==> src/rtl/z16_uart_pkg.sv <==
// Shared constants and types for the Z16 memory-mapped UART transmitter.
package z16_uart_pkg;

    localparam logic [15:0] UART_DATA_OFS = 16'd0;
    localparam logic [15:0] UART_STAT_OFS = 16'd2;

    localparam int STAT_FULL_BIT   = 0;
    localparam int STAT_EMPTY_BIT  = 1;
    localparam int STAT_ACTIVE_BIT = 2;
    localparam int STAT_OVF_BIT    = 3;
    localparam int STAT_COUNT_LSB  = 8;
    localparam int STAT_COUNT_W    = 4;

    typedef enum logic [1:0] {
        IDLE  = 2'd0,
        START = 2'd1,
        DATA  = 2'd2,
        STOP  = 2'd3
    } tx_state_t;

endpackage

==> src/rtl/z16_sync_fifo.sv <==
// Single-clock FIFO with show-ahead read data and extended pointers.
module z16_sync_fifo #(
    parameter int WIDTH = 8,
    parameter int DEPTH = 4
) (
    input  logic                     i_clk,
    input  logic                     i_rst,
    input  logic                     i_push,
    input  logic [WIDTH-1:0]         i_wdata,
    input  logic                     i_pop,
    output logic [WIDTH-1:0]         o_rdata,
    output logic                     o_full,
    output logic                     o_empty,
    output logic [$clog2(DEPTH):0]   o_count
);

    localparam int AW = $clog2(DEPTH);

    logic [AW:0]      wptr_q, wptr_d;
    logic [AW:0]      rptr_q, rptr_d;
    logic [WIDTH-1:0] mem_q [DEPTH];
    logic [WIDTH-1:0] mem_d [DEPTH];
    logic             push_ok;
    logic             pop_ok;

    assign o_empty = (wptr_q == rptr_q);
    assign o_full  = (wptr_q[AW] != rptr_q[AW]) &&
                     (wptr_q[AW-1:0] == rptr_q[AW-1:0]);
    assign o_count = wptr_q - rptr_q;
    assign o_rdata = mem_q[rptr_q[AW-1:0]];

    assign push_ok = i_push && !o_full;
    assign pop_ok  = i_pop && !o_empty;

    always_comb begin
        wptr_d = wptr_q;
        rptr_d = rptr_q;
        mem_d  = mem_q;
        if (push_ok) begin
            mem_d[wptr_q[AW-1:0]] = i_wdata;
            wptr_d = wptr_q + 1'b1;
        end
        if (pop_ok) begin
            rptr_d = rptr_q + 1'b1;
        end
    end

    always_ff @(posedge i_clk) begin
        if (i_rst) begin
            wptr_q <= '0;
            rptr_q <= '0;
        end else begin
            wptr_q <= wptr_d;
            rptr_q <= rptr_d;
        end
    end

    // Storage carries no control meaning, so it is left out of reset.
    always_ff @(posedge i_clk) begin
        mem_q <= mem_d;
    end

endmodule

==> src/rtl/z16_uart_tx.sv <==
// Z16 bus-attached UART transmitter: register decode, status and 8N1 framer.
module z16_uart_tx
    import z16_uart_pkg::*;
#(
    parameter int          CLKS_PER_BIT = 16,
    parameter int          FIFO_DEPTH   = 4,
    parameter logic [15:0] BASE_ADDR    = 16'hFF00
) (
    input  logic        i_clk,
    input  logic        i_rst,
    input  logic [15:0] i_addr,
    input  logic [15:0] i_wdata,
    input  logic        i_we,
    input  logic        i_re,
    output logic [15:0] o_rdata,
    output logic        o_txd,
    output logic        o_busy
);

    localparam int BW = $clog2(CLKS_PER_BIT);
    localparam int CW = $clog2(FIFO_DEPTH) + 1;
    localparam logic [BW-1:0] BAUD_LAST = BW'(CLKS_PER_BIT - 1);

    logic          sel_data;
    logic          sel_stat;
    logic          push;
    logic          pop;
    logic          fifo_full;
    logic          fifo_empty;
    logic [CW-1:0] fifo_count;
    logic [7:0]    fifo_rdata;
    logic [15:0]   status;
    logic          tx_active;
    logic          bit_end;

    tx_state_t     state_q, state_d;
    logic [BW-1:0] baud_q, baud_d;
    logic [2:0]    bit_q, bit_d;
    logic [7:0]    shift_q, shift_d;
    logic          txd_q, txd_d;
    logic          ovf_q, ovf_d;
    logic [15:0]   rdata_q, rdata_d;

    logic unused_wdata;
    assign unused_wdata = ^{i_wdata[15:8], i_wdata[7:4], i_wdata[2:0]};

    assign sel_data = (i_addr == BASE_ADDR + UART_DATA_OFS);
    assign sel_stat = (i_addr == BASE_ADDR + UART_STAT_OFS);

    // Fullness is the registered value, so a same-cycle pop never admits a store.
    assign push = i_we && sel_data && !fifo_full;

    z16_sync_fifo #(
        .WIDTH (8),
        .DEPTH (FIFO_DEPTH)
    ) u_fifo (
        .i_clk   (i_clk),
        .i_rst   (i_rst),
        .i_push  (push),
        .i_wdata (i_wdata[7:0]),
        .i_pop   (pop),
        .o_rdata (fifo_rdata),
        .o_full  (fifo_full),
        .o_empty (fifo_empty),
        .o_count (fifo_count)
    );

    assign tx_active = (state_q != IDLE);
    assign o_busy    = tx_active || !fifo_empty;
    assign o_txd     = txd_q;
    assign o_rdata   = rdata_q;

    always_comb begin
        status = '0;
        status[STAT_FULL_BIT]   = fifo_full;
        status[STAT_EMPTY_BIT]  = fifo_empty;
        status[STAT_ACTIVE_BIT] = tx_active;
        status[STAT_OVF_BIT]    = ovf_q;
        status[STAT_COUNT_LSB +: STAT_COUNT_W] = STAT_COUNT_W'(fifo_count);
    end

    always_comb begin
        ovf_d = ovf_q;
        if (i_we && sel_stat && i_wdata[STAT_OVF_BIT]) begin
            ovf_d = 1'b0;
        end
        if (i_we && sel_data && fifo_full) begin
            ovf_d = 1'b1;
        end
        rdata_d = (i_re && sel_stat) ? status : 16'h0000;
    end

    assign bit_end = (baud_q == BAUD_LAST);

    always_comb begin
        state_d = state_q;
        baud_d  = baud_q;
        bit_d   = bit_q;
        shift_d = shift_q;
        pop     = 1'b0;
        if (state_q != IDLE) begin
            baud_d = bit_end ? '0 : baud_q + 1'b1;
        end
        case (state_q)
            IDLE: begin
                if (!fifo_empty) begin
                    pop     = 1'b1;
                    shift_d = fifo_rdata;
                    baud_d  = '0;
                    state_d = START;
                end
            end
            START: begin
                if (bit_end) begin
                    bit_d   = 3'd0;
                    state_d = DATA;
                end
            end
            DATA: begin
                if (bit_end) begin
                    shift_d = {1'b0, shift_q[7:1]};
                    bit_d   = bit_q + 3'd1;
                    if (bit_q == 3'd7) begin
                        state_d = STOP;
                    end
                end
            end
            STOP: begin
                if (bit_end) begin
                    if (!fifo_empty) begin
                        pop     = 1'b1;
                        shift_d = fifo_rdata;
                        state_d = START;
                    end else begin
                        state_d = IDLE;
                    end
                end
            end
            default: state_d = IDLE;
        endcase
    end

    // Line level is registered from the next state to keep o_txd glitch-free.
    always_comb begin
        case (state_d)
            START:   txd_d = 1'b0;
            DATA:    txd_d = shift_d[0];
            default: txd_d = 1'b1;
        endcase
    end

    always_ff @(posedge i_clk) begin
        if (i_rst) begin
            state_q <= IDLE;
            baud_q  <= '0;
            bit_q   <= '0;
            shift_q <= '0;
            txd_q   <= 1'b1;
            ovf_q   <= 1'b0;
            rdata_q <= '0;
        end else begin
            state_q <= state_d;
            baud_q  <= baud_d;
            bit_q   <= bit_d;
            shift_q <= shift_d;
            txd_q   <= txd_d;
            ovf_q   <= ovf_d;
            rdata_q <= rdata_d;
        end
    end

endmodule
==> config.mk <==
export PLATFORM = sky130hd
export DESIGN_NAME = z16_uart_tx
export DESIGN_NICKNAME = d
export VERILOG_FILES = /design/src/rtl/z16_uart_pkg.sv /design/src/rtl/z16_sync_fifo.sv /design/src/rtl/z16_uart_tx.sv
export SDC_FILE = /design/constraint.sdc
export NUM_CORES = 1
export LEC_CHECK = 0
export CAP_MARGIN = 20
export CORE_MARGIN = 1.5
export CORE_UTILIZATION = 40
export DETAILED_ROUTE_END_ITERATION = 7
export PLACE_DENSITY = 0.65
export SYNTH_ARGS = -nofsm -noshare
export SYNTH_HDL_FRONTEND = slang
export SYNTH_HIERARCHICAL = 1
export SYNTH_SLANG_ARGS = --single-unit
==> constraint.sdc <==
create_clock -name i_clk -period 3.75 [get_ports i_clk]
set_input_delay 0.5625 -clock i_clk [delete_from_list [all_inputs] [get_ports i_clk]]
set_output_delay 0.5625 -clock i_clk [all_outputs]
set_load 0.05 [all_outputs]
==> results of run 1 <==
power by group through the flow:
stage	logic, W	registers (W)	clock network, W
final	0.000855	0.000821	0.000653
after global routing	0.000946	0.000827	0.000703
after CTS	0.000861	0.000820	0.000667
after detailed placement	0.000861	0.000836	0
after global placement	0.000845	0.000834	0
after floorplan	0.000628	0.000834	0
flip-flops by register name, summed over array words and instances (netlist names):
name,cells
u_fifo/mem_q,32
baud_q,4
ovf_q,1
o_txd,1
o_rdata,7
u_fifo/wptr_q,3
bit_q,3
u_fifo/rptr_q,3
state_q,2
shift_q,8
synthesized netlist by cell type, drive strengths merged, types with 2 or more instances:
library cell | count | area [um^2]
nor2 | 21 | 78.8
or3 | 3 | 18.8
dfxtp | 32 | 641
xnor2 | 2 | 25.0
a22oi | 2 | 15.0
mux2i | 8 | 80.1
a2111oi | 2 | 23.8
ha | 16 | 200
or4 | 3 | 26.3
a21oi | 12 | 60.1
and2 | 11 | 68.8
and4b | 2 | 20.0
mux4 | 8 | 180
or4b | 2 | 23.8
edfxtp | 32 | 961
nand4 | 5 | 31.3
nor3b | 4 | 30.0
o311ai | 2 | 17.5
a41oi | 2 | 17.5
and3 | 2 | 13.8
nand3 | 7 | 35.0
buf | 16 | 104
clkbuf | 5 | 18.8
nor3 | 5 | 25.0
o21ai | 9 | 45.0
nor4 | 3 | 40.0
a31oi | 5 | 31.3
nand2 | 14 | 52.6
inv | 10 | 37.5
nand3b | 2 | 15.0
nand4b | 2 | 17.5
nor2b | 3 | 18.8
critical path, cell delays in order:
cell and delay [ns]:
sky130_fd_sc_hd__clkdlybuf4s50_1 0.40, sky130_fd_sc_hd__or4_4 0.56, sky130_fd_sc_hd__nor4_2 0.30, sky130_fd_sc_hd__nand2_1 0.08
sky130_fd_sc_hd__nor3_1 0.28, sky130_fd_sc_hd__o21a_1 0.23, sky130_fd_sc_hd__and2_1 0.41
area by class of cell:
class                   instances  area, um^2
inverters                      11        41.3
clock buffers                   9         124
well taps                     102         128
clock inverters                 7        95.1
flip-flops and latches         64        1600
repair buffers                 45         425
fillers                       700        3830
multi-input cells             183        1400
routing by layer:
layer | up-vias | global-route usage (%) | wire length (um)
met5 | - | 0 | 0
met1 | 1035 | 19.7 | 2760
met3 | 11 | 3.85 | 222
li1 | 1082 | - | -
met2 | 42 | 25.2 | 2910
met4 | 0 | 7.55 | 89
per-stage QoR:
step | setup slack [ns] | cell area [um^2] | util (%)
floorplan | 1.03 | 3170 | -
global placement | 0.581 | 3600 | 47.0
detailed placement | 0.566 | 3600 | 47.0
CTS | 0.920 | 3810 | 49.9
global route | 0.803 | 3810 | 49.9
finish | 0.934 | 3810 | 49.9
kinds of logic (layout without fill, tap and decap cells):
kind of cell	after synthesis	count (layout)
other	1	9
and+or+nand+nor	94	94
adders and majority gates	17	17
buffers and inverters	32	72
xor gates and xnor gates	3	3
AOI/OAI and AO/OA	43	43
DFF	64	64
muxes	17	17
worst max-delay path by stage:
stage	start	to	slack [ns]	cells past startpoint
2_1_floorplan	u_fifo/rptr_q[1]$_SDFFE_PP0P_	u_fifo/rptr_q[0]$_SDFFE_PP0P_	1.03	11
3_3_place_gp	i_addr[0]	u_fifo/mem_q[4]$_DFFE_PP_	0.58	7
3_5_place_dp	i_addr[0]	u_fifo/mem_q[18]$_DFFE_PP_	0.57	7
4_1_cts	i_addr[0]	u_fifo/mem_q[24]$_DFFE_PP_	0.92	7
5_1_grt	i_addr[0]	u_fifo/mem_q[24]$_DFFE_PP_	0.80	7
6_report	i_addr[0]	u_fifo/mem_q[13]$_DFFE_PP_	0.93	7
==> flow_metrics.tcl, run 1 <==
set metrics [dict create \
    gr-total-overflow 0 \
    powerDensity_nw_per_um2 610 \
    dominant_combinational_cell_family_by_area_after_synthesis "simple AND/OR/NAND/NOR gates" \
    clk-insertion-delay-late_ns 0.34 \
    net-switching-power_w 0.000799 \
    p_int_w 0.00153 \
    ant_nets 0 \
    num_io_pins 54 \
    max-slew-margin-rel_pct 39.9 \
    start_kind "input pin" \
    die_x_um 91.5 \
    worstRegToRegCells 8 \
    synth_compound_gate_area_share_pct 9.06 \
    timing_worst_slew_pin_value_ns 0.896 \
    ctsRootBufferMaster "sky130_fd_sc_hd__clkbuf_8" \
    area_growth_pct 21.7 \
    part_of_the_power_in_combinational_logic_pct 36.7 \
    worstPathRequired_ns 3.75 \
    flop_and_latch_count_out_of_synthesis 64 \
    ys_seq_area_share_pct 51.1 \
    hold-worst-slack_ns 0.473 \
    synthFlopType "sky130_fd_sc_hd__edfxtp_1" \
    drt_drc_violations_left 0 \
    layout-drive-gt1-share_pct 12.9 \
    mappedNetlistArea_um2 3140 \
    drt_first_iter_violations 98 \
    regToRegStartpoint "u_fifo/wptr_q[0]$_SDFFE_PP0P_" \
    ys_warn_count 6 \
    die_area_um2 8380 \
    totalWireLength_mm 5.99 \
    grt_setup_unrepaired "no" \
    post_cts.repair.setup_buffers 0 \
    htree_levels 3 \
    power_total_w 0.00233 \
    syn_inst 271 \
    cp_data_arrival_time_ns 2.81 \
    fin_crit_ns 2.82 \
    clockBufferDepth 2 \
    tritoncts "built" \
    drt_pre_antenna_iters 5 \
    post_synth_adder_cell_area_pct 7.02 \
    netSwitchingFraction_pct 34.3 \
    timing.hold.worst.start "shift_q[7]$_SDFFE_PP0P_" \
    hpwl_mm 4.28 \
    hold-path-cell-count 1 \
    synth_enable_flop_cells 32 \
    clkTransAtPathRegs_ns 0.07 \
    finalClockSkew_ns 0.00732 \
    synth_mux_area_share_pct 8.66 \
    globalRouteTotalUtil_pct 15.7 \
    num_rows 32 \
    total_instance_count_after_detailed_placement 405 \
    asyncSetResetFlopFracSynth_pct 0 \
    ir_worst_vdd_mv 0.249 \
    setup_viol_count_final 0 \
    crit_path_max_fanout 8 \
    n_antenna_cell 0 \
    die_h_um 91.5 \
    wire_length_of_the_first_global_routing_pass_mm 10.2 \
    final_common_cell "sky130_fd_sc_hd__clkdlybuf4s50_1" \
    routed_wirelength_normalized_by_instance_count_um 14.2 \
    number_of_global_route_vias_before_repair 2177 \
    end_kind "register" \
    cts-buffers-inserted 9 \
    fmax_ghz 0.355 \
    run_status "complete, no violations" \
    fin_crit_sh_pct 75.1 \
    timing.setup.critical_path_class "input pin to register" \
    initial_antenna_violation_count 0 \
    setup_slack_of_the_worst_register_to_register_path_ns 1.14 \
    fin_cells 421 \
    synth.lib_cells_used.distinct 60 \
    nets 367 \
    cts.hold.buffers_added 0 \
    buffer_ports.inserted 36 \
    cap_viol_max_count 0 \
    power.share.sequential_pct 35.2 \
    post_cts_resized 0 \
    yosys.area_share.simple_pct 17.8 \
    finalWeightedCongestion 0.750 \
    worst_r2r_endpoint "u_fifo/mem_q[13]$_DFFE_PP_" \
    routed-via-count 2170 \
    grt_start_max_net_pins 20 \
    power_frac_clock_pct 28.0 \
    detail_route.vias_per_cell 5.15 \
    timing.hold.worst_endpoint "shift_q[7]$_SDFFE_PP0P_" \
    xor_xnor_cell_area_share_of_the_yosys_netlist_pct 1.08 \
    starting_density_of_the_core_pct 41.0 \
    setup-tns-final_ns 0 \
    worst_hold_path_type "register to register" \
    finalHoldViolCount 0 \
    tritoncts_num_sinks 64 \
    avgSynthCellArea_um2 11.6 \
    static-leakage-power_nw 1.42 \
    final_cell_mix "sky130_fd_sc_hd__clkdlybuf4s50_1, sky130_fd_sc_hd__dfxtp_1, sky130_fd_sc_hd__edfxtp_1" \
    core_um2 7650 \
    max_slew_violation_count 0 \
]
(Power assumes the default switching activity.)
==> run 2, diff against run 1 <==
clock period = 2.7 ns   (was 3.75 ns; I/O delays follow)
==> run 2 against run 1 <==
Net effect: hold slack gained 0.0040 ns; clock skew up 0.0058 ns; register-to-register slack lost 0.92 ns; sequential power is 39% higher; critical path depth up 2; first-iteration DRC count decreased by 31%; cell count grew 2.4%; combinational power is 40% higher; design area up 3.5%; global-route usage fell by 0.19 points.
==> flow_metrics.tcl, run 2 (synthesis gave the netlist of run 1 again) <==
set metrics [dict create \
    max-slew-margin-rel_pct 61.1 \
    worst_r2r_endpoint "u_fifo/mem_q[3]$_DFFE_PP_" \
    hold-path-cell-count 1 \
    fin_crit_ns 2.54 \
    timing.hold.worst.start "shift_q[7]$_SDFFE_PP0P_" \
    nets 377 \
    finalClockSkew_ns 0.0131 \
    initial_antenna_violation_count 0 \
    worstPathRequired_ns 2.76 \
    max_reg_flops 32 \
    place_worst_setup_slack_ns -0.178 \
    routed_wirelength_normalized_by_instance_count_um 13.8 \
    n_antenna_cell 0 \
    cap_viol_max_count 0 \
    worst_hold_path_type "register to register" \
    number_of_global_route_vias_before_repair 2081 \
    wire_length_of_the_first_global_routing_pass_mm 9.96 \
    clockBufferDepth 2 \
    starting_density_of_the_core_pct 41.0 \
    tritoncts_num_sinks 64 \
    cp_data_arrival_time_ns 2.59 \
    final_common_cell "sky130_fd_sc_hd__clkdlybuf4s50_1" \
    die_h_um 91.5 \
    clk-insertion-delay-late_ns 0.34 \
    crit_end "u_fifo/mem_q[3]$_DFFE_PP_" \
    static-leakage-power_nw 1.48 \
    setup_slack_of_the_worst_register_to_register_path_ns 0.22 \
    finalHoldViolCount 0 \
    post_cts.repair.setup_buffers 0 \
    drt_first_iter_violations 68 \
    core_um2 7650 \
    gr-total-overflow 0 \
    crit_path_max_fanout 8 \
    fmax_ghz 0.394 \
    grt_setup_unrepaired "no" \
    routed-via-count 2195 \
    timing.setup.critical_path_class "input pin to register" \
    ctsRootBufferMaster "sky130_fd_sc_hd__clkbuf_8" \
    totalWireLength_mm 5.97 \
    crit_path_from "i_addr[0]" \
    max_slew_violation_count 0 \
    drt_pre_antenna_iters 4 \
    start_kind "input pin" \
    detail_route.vias_per_cell 5.09 \
    area_growth_pct 26.0 \
    grt_start_max_net_pins 29 \
    run_status "complete, no violations" \
    buffer_ports.inserted 36 \
    cts-buffers-inserted 9 \
    final_cell_mix "sky130_fd_sc_hd__clkdlybuf4s50_1, sky130_fd_sc_hd__dfxtp_1, sky130_fd_sc_hd__edfxtp_1" \
    cts.hold.buffers_added 0 \
    num_rows 32 \
    clkTransAtPathRegs_ns 0.08 \
    post-route-worst-setup-slack_ns 0.164 \
    ir_worst_vdd_mv 0.419 \
    setup_viol_count_final 0 \
    worstRegToRegCells 10 \
    die_area_um2 8380 \
    die_x_um 91.5 \
    num_io_pins 54 \
    post-route-util_pct 51.7 \
    htree_levels 3 \
    timing_worst_slew_pin_value_ns 0.581 \
    layout-drive-gt1-share_pct 15.8 \
    end_kind "register" \
    ant_nets 0 \
    powerDensity_nw_per_um2 827 \
    hpwl_mm 4.27 \
    drt_drc_violations_left 0 \
    fin_crit_sh_pct 93.9 \
    finalWeightedCongestion 0.804 \
    regToRegStartpoint "u_fifo/wptr_q[0]$_SDFFE_PP0P_" \
    nFillCells 677 \
    tritoncts "built" \
    globalRouteTotalUtil_pct 15.5 \
    max_flop_register "u_fifo/mem_q" \
]
## run 2: where the power goes
part	leakage (nW)	internal (W)	switching, W	total [W]
sequential	0.546	0.00108	0.0000564	0.00114
clock	0.106	0.000527	0.000402	0.000929
combinational	0.827	0.000532	0.000664	0.00120
total	1.48	0.00214	0.00112	0.00327
## run 2: worst min-delay path by stage
| stage | endpoint |
|---|---|
| final | shift_q[7]$_SDFFE_PP0P_ |
| after CTS | shift_q[7]$_SDFFE_PP0P_ |
| after global routing | shift_q[7]$_SDFFE_PP0P_ |
| after detailed placement | shift_q[7]$_SDFFE_PP0P_ |
| after global placement | shift_q[7]$_SDFFE_PP0P_ |
| after floorplan | shift_q[7]$_SDFFE_PP0P_ |
## run 2: layout make-up
class / count / area (um^2) / share of cell area (%)
sequential: 64 / 1600 / 40.5
timing repair buffer: 55 / 554 / 14.0
multi-input combinational: 183 / 1400 / 35.4
clock inverter: 7 / 101 / 2.57
tap: 102 / 128 / 3.23
clock buffer: 9 / 124 / 3.14
inverter: 11 / 41.3 / 1.05
## run 2: through the flow
stage | hold WS (ns) | instances | setup TNS [ns] | cell area, um^2 | power, W
6_report | 0.477 | 431 | 0 | 3950 | 0.00327
4_1_cts | 0.474 | 431 | 0 | 3950 | 0.00328
5_1_grt | 0.492 | 431 | 0 | 3950 | 0.00348
3_5_place_dp | 0.456 | 415 | -5.55 | 3720 | 0.00235
3_3_place_gp | 0.456 | 415 | -4.17 | 3720 | 0.00233
2_1_floorplan | 0.437 | 279 | 0 | 3170 | 0.00203
## run 2: timing repair
item / CTS / global route
setup endpoints to repair: 0 / 1
gates resized for setup: 0 / 1
endpoints found under the hold margin: 0 / 0
## run 2: worst max-delay path, cell delays in order
cell                              delay (ns)
sky130_fd_sc_hd__clkdlybuf4s50_1        0.39
sky130_fd_sc_hd__or4_4                  0.54
sky130_fd_sc_hd__nor4_2                 0.32
sky130_fd_sc_hd__nand2_1                0.09
sky130_fd_sc_hd__nor3_1                 0.19
sky130_fd_sc_hd__buf_4                  0.16
sky130_fd_sc_hd__o21a_1                 0.14
sky130_fd_sc_hd__and2_1                 0.19
sky130_fd_sc_hd__buf_12                 0.14
## run 2: per-layer routing
metal	up-vias	wire [um]	GRT usage [%]
met1	1055	2730	19.3
met2	31	2950	25.0
met5	-	0	0
met4	0	84	6.12
li1	1101	-	-
met3	8	206	4.77
==> run 3, diff against run 2 <==
--- a/config.mk
+++ b/config.mk
@@ -8,3 +8,3 @@
 export CAP_MARGIN = 20
-export CORE_MARGIN = 1.5
+export CORE_MARGIN = 2
 export CORE_UTILIZATION = 40
@@ -12,2 +12,3 @@
 export PLACE_DENSITY = 0.65
+export SETUP_SLACK_MARGIN = 0.15
 export SYNTH_ARGS = -nofsm -noshare
==> constraint.sdc (replaced) <==
create_clock -name i_clk -period 2.7 [get_ports i_clk]
set_input_delay 0.675 -clock i_clk [delete_from_list [all_inputs] [get_ports i_clk]]
set_output_delay 0.675 -clock i_clk [all_outputs]
set_load 0.05 [all_outputs]
==> run 3 against run 2 <==
Net effect: critical endpoint is now o_busy; highest routed layer unchanged; utilization fell by 0.16 points; maximum frequency rose by 4.1%; clock power fell by 14%; non-clock buffer count did not move; combinational power barely moved; via count rose by 0.41%; clock skew fell by 0.0064 ns; worst setup slack improved by 0.10 ns; wire length rose by 1.3%.
==> flow_metrics.tcl, run 3 (synthesis gave the netlist of run 1 again) <==
set metrics [dict create \
    run_status "complete, no violations" \
    max_reg_flops 32 \
    fmax_ghz 0.411 \
    timing.setup.critical_path_class "register to output pin" \
    static-leakage-power_nw 1.51 \
    ant_nets 0 \
    setup-tns-final_ns 0 \
    core_um2 7650 \
    hold-path-cell-count 2 \
    n_antenna_cell 0 \
    p_int_w 0.00206 \
    finalWeightedCongestion 0.768 \
    nets 377 \
    max_slew_violation_count 0 \
    layout-drive-gt1-share_pct 20.1 \
    clk-insertion-delay-late_ns 0.34 \
    ir_worst_vdd_mv 0.449 \
    tritoncts "built" \
    starting_density_of_the_core_pct 41.0 \
    power_frac_clock_pct 25.3 \
    tritoncts_num_sinks 64 \
    fin_crit_ns 2.44 \
    max-slew-margin-rel_pct 42.9 \
    cap_viol_max_count 0 \
    start_kind "register" \
    num_rows 32 \
    grt_setup_unrepaired "yes" \
    part_of_the_power_in_combinational_logic_pct 38.6 \
    finalClockSkew_ns 0.00666 \
    crit_path_max_fanout 9 \
    routed-via-count 2204 \
    clockBufferDepth 2 \
    end_kind "output pin" \
    die_h_um 92.5 \
    worstPathRequired_ns 2.03 \
    powerDensity_nw_per_um2 804 \
    regToRegStartpoint "u_fifo/wptr_q[1]$_SDFFE_PP0P_" \
    final_common_cell "sky130_fd_sc_hd__edfxtp_1" \
    die_x_um 92.5 \
    initial_antenna_violation_count 0 \
    clkTransAtPathRegs_ns 0.07 \
    wire_length_of_the_first_global_routing_pass_mm 10.1 \
    final_area_um2 3940 \
    totalWireLength_mm 6.04 \
    max_flop_register "u_fifo/mem_q" \
    detail_route.vias_per_cell 5.11 \
    fin_crit_sh_pct 90.2 \
    worstRegToRegCells 10 \
    fin_cells 431 \
    timing.hold.worst_endpoint "ovf_q$_SDFFE_PP0P_" \
    globalRouteTotalUtil_pct 15.2 \
    area_growth_pct 25.6 \
    post-route-worst-setup-slack_ns 0.264 \
    grt_start_max_net_pins 16 \
    die_area_um2 8560 \
    net-switching-power_w 0.00110 \
    finalHoldViolCount 0 \
    ctsRootBufferMaster "sky130_fd_sc_hd__clkbuf_8" \
    power.share.sequential_pct 36.2 \
    placed_cell_area_um2 3660 \
    netSwitchingFraction_pct 34.9 \
    setup_viol_count_final 0 \
    nFillCells 688 \
    htree_levels 3 \
    hpwl_mm 4.45 \
    worst_hold_path_type "register to register" \
    gr-total-overflow 0 \
    timing.hold.worst.start "ovf_q$_SDFFE_PP0P_" \
    drt_first_iter_violations 41 \
    drt_pre_antenna_iters 4 \
    buffer_ports.inserted 36 \
    power_total_w 0.00316 \
    routed_wirelength_normalized_by_instance_count_um 14.0 \
    setup_slack_of_the_worst_register_to_register_path_ns 0.36 \
    multiInputGateArea_um2 1470 \
    num_io_pins 54 \
    drt_drc_violations_left 0 \
    cts-buffers-inserted 9 \
    place_worst_setup_slack_ns -0.519 \
    sequential_cell_area_um2 1610 \
    timing_worst_slew_pin_value_ns 0.852 \
    total_instance_count_after_detailed_placement 412 \
    cp_data_arrival_time_ns 1.76 \
    cts.hold.buffers_added 0 \
    final_cell_mix "sky130_fd_sc_hd__edfxtp_1, sky130_fd_sc_hd__dfxtp_1, sky130_fd_sc_hd__clkdlybuf4s50_1" \
    number_of_global_route_vias_before_repair 2228 \
    worst_r2r_endpoint "u_fifo/wptr_q[2]$_SDFFE_PP0P_" \
]
## run 3: cell count changes in the layout (fill, tap and decap cells not counted), sizes merged, moves of 2 or more
| cell | before | now |
|---|---|---|
| clkdlybuf4s15 | 0 | 5 |
| clkbuf | 9 | 11 |
| clkinv | 2 | 4 |
| clkdlybuf4s50 | 35 | 27 |
## run 3: final cells by class
class | count | area share (%)
well taps | 102 | 3.24
flip-flops and latches | 64 | 40.8
inverters | 11 | 1.05
clock buffers | 9 | 3.15
clock inverters | 7 | 1.81
multi-input cells | 183 | 37.4
repair buffers | 55 | 12.6
## run 3: per-stage QoR
stage / utilization [%] / hold slack [ns]
finish: 51.5 / 0.488
global route: 51.5 / 0.514
CTS: 51.0 / 0.492
detailed placement: 47.9 / 0.481
global placement: 47.9 / 0.455
floorplan: - / 0.437
## run 3: worst max path at each step
stage                                       start                       endpoint  cells after the start
finish              u_fifo/wptr_q[1]$_SDFFE_PP0P_                         o_busy                      6
global route                            i_addr[7]  u_fifo/wptr_q[2]$_SDFFE_PP0P_                     10
CTS                                     i_addr[6]      u_fifo/mem_q[1]$_DFFE_PP_                      8
global placement                        i_addr[0]      u_fifo/mem_q[2]$_DFFE_PP_                      8
detailed placement                      i_addr[0]      u_fifo/mem_q[2]$_DFFE_PP_                      8
floorplan                               i_addr[0]      u_fifo/mem_q[0]$_DFFE_PP_                      7
## run 3: layer usage
metal | GRT usage [%] | vias up | wire, um
met2 | 26.6 | 36 | 3150
met3 | 5.45 | 9 | 276
li1 | - | 1103 | -
met5 | 0 | - | 0
met1 | 16.9 | 1056 | 2540
met4 | 5.60 | 0 | 78
## run 3: power groups by stage
stage	sequential (W)	combinational (W)	clock (W)
after global placement	0.00116	0.00118	0
final	0.00114	0.00122	0.000799
after global routing	0.00115	0.00136	0.000862
after floorplan	0.00116	0.000898	0
after detailed placement	0.00116	0.00119	0
after CTS	0.00115	0.00123	0.000826
## run 3: timing repair
item                                    CTS  global route
endpoints found under the setup margin   35            34
pin swaps                                 7             8
gates resized for setup                  21            13
setup buffers                             1             2
## run 3: worst max-delay path: stages (launching register included)
cell                      delay, ns
sky130_fd_sc_hd__dfxtp_1       0.43
sky130_fd_sc_hd__ha_4          0.33
sky130_fd_sc_hd__nand2_1       0.10
sky130_fd_sc_hd__nor2b_4       0.16
sky130_fd_sc_hd__buf_6         0.15
sky130_fd_sc_hd__nand2_2       0.06
sky130_fd_sc_hd__buf_4         0.19
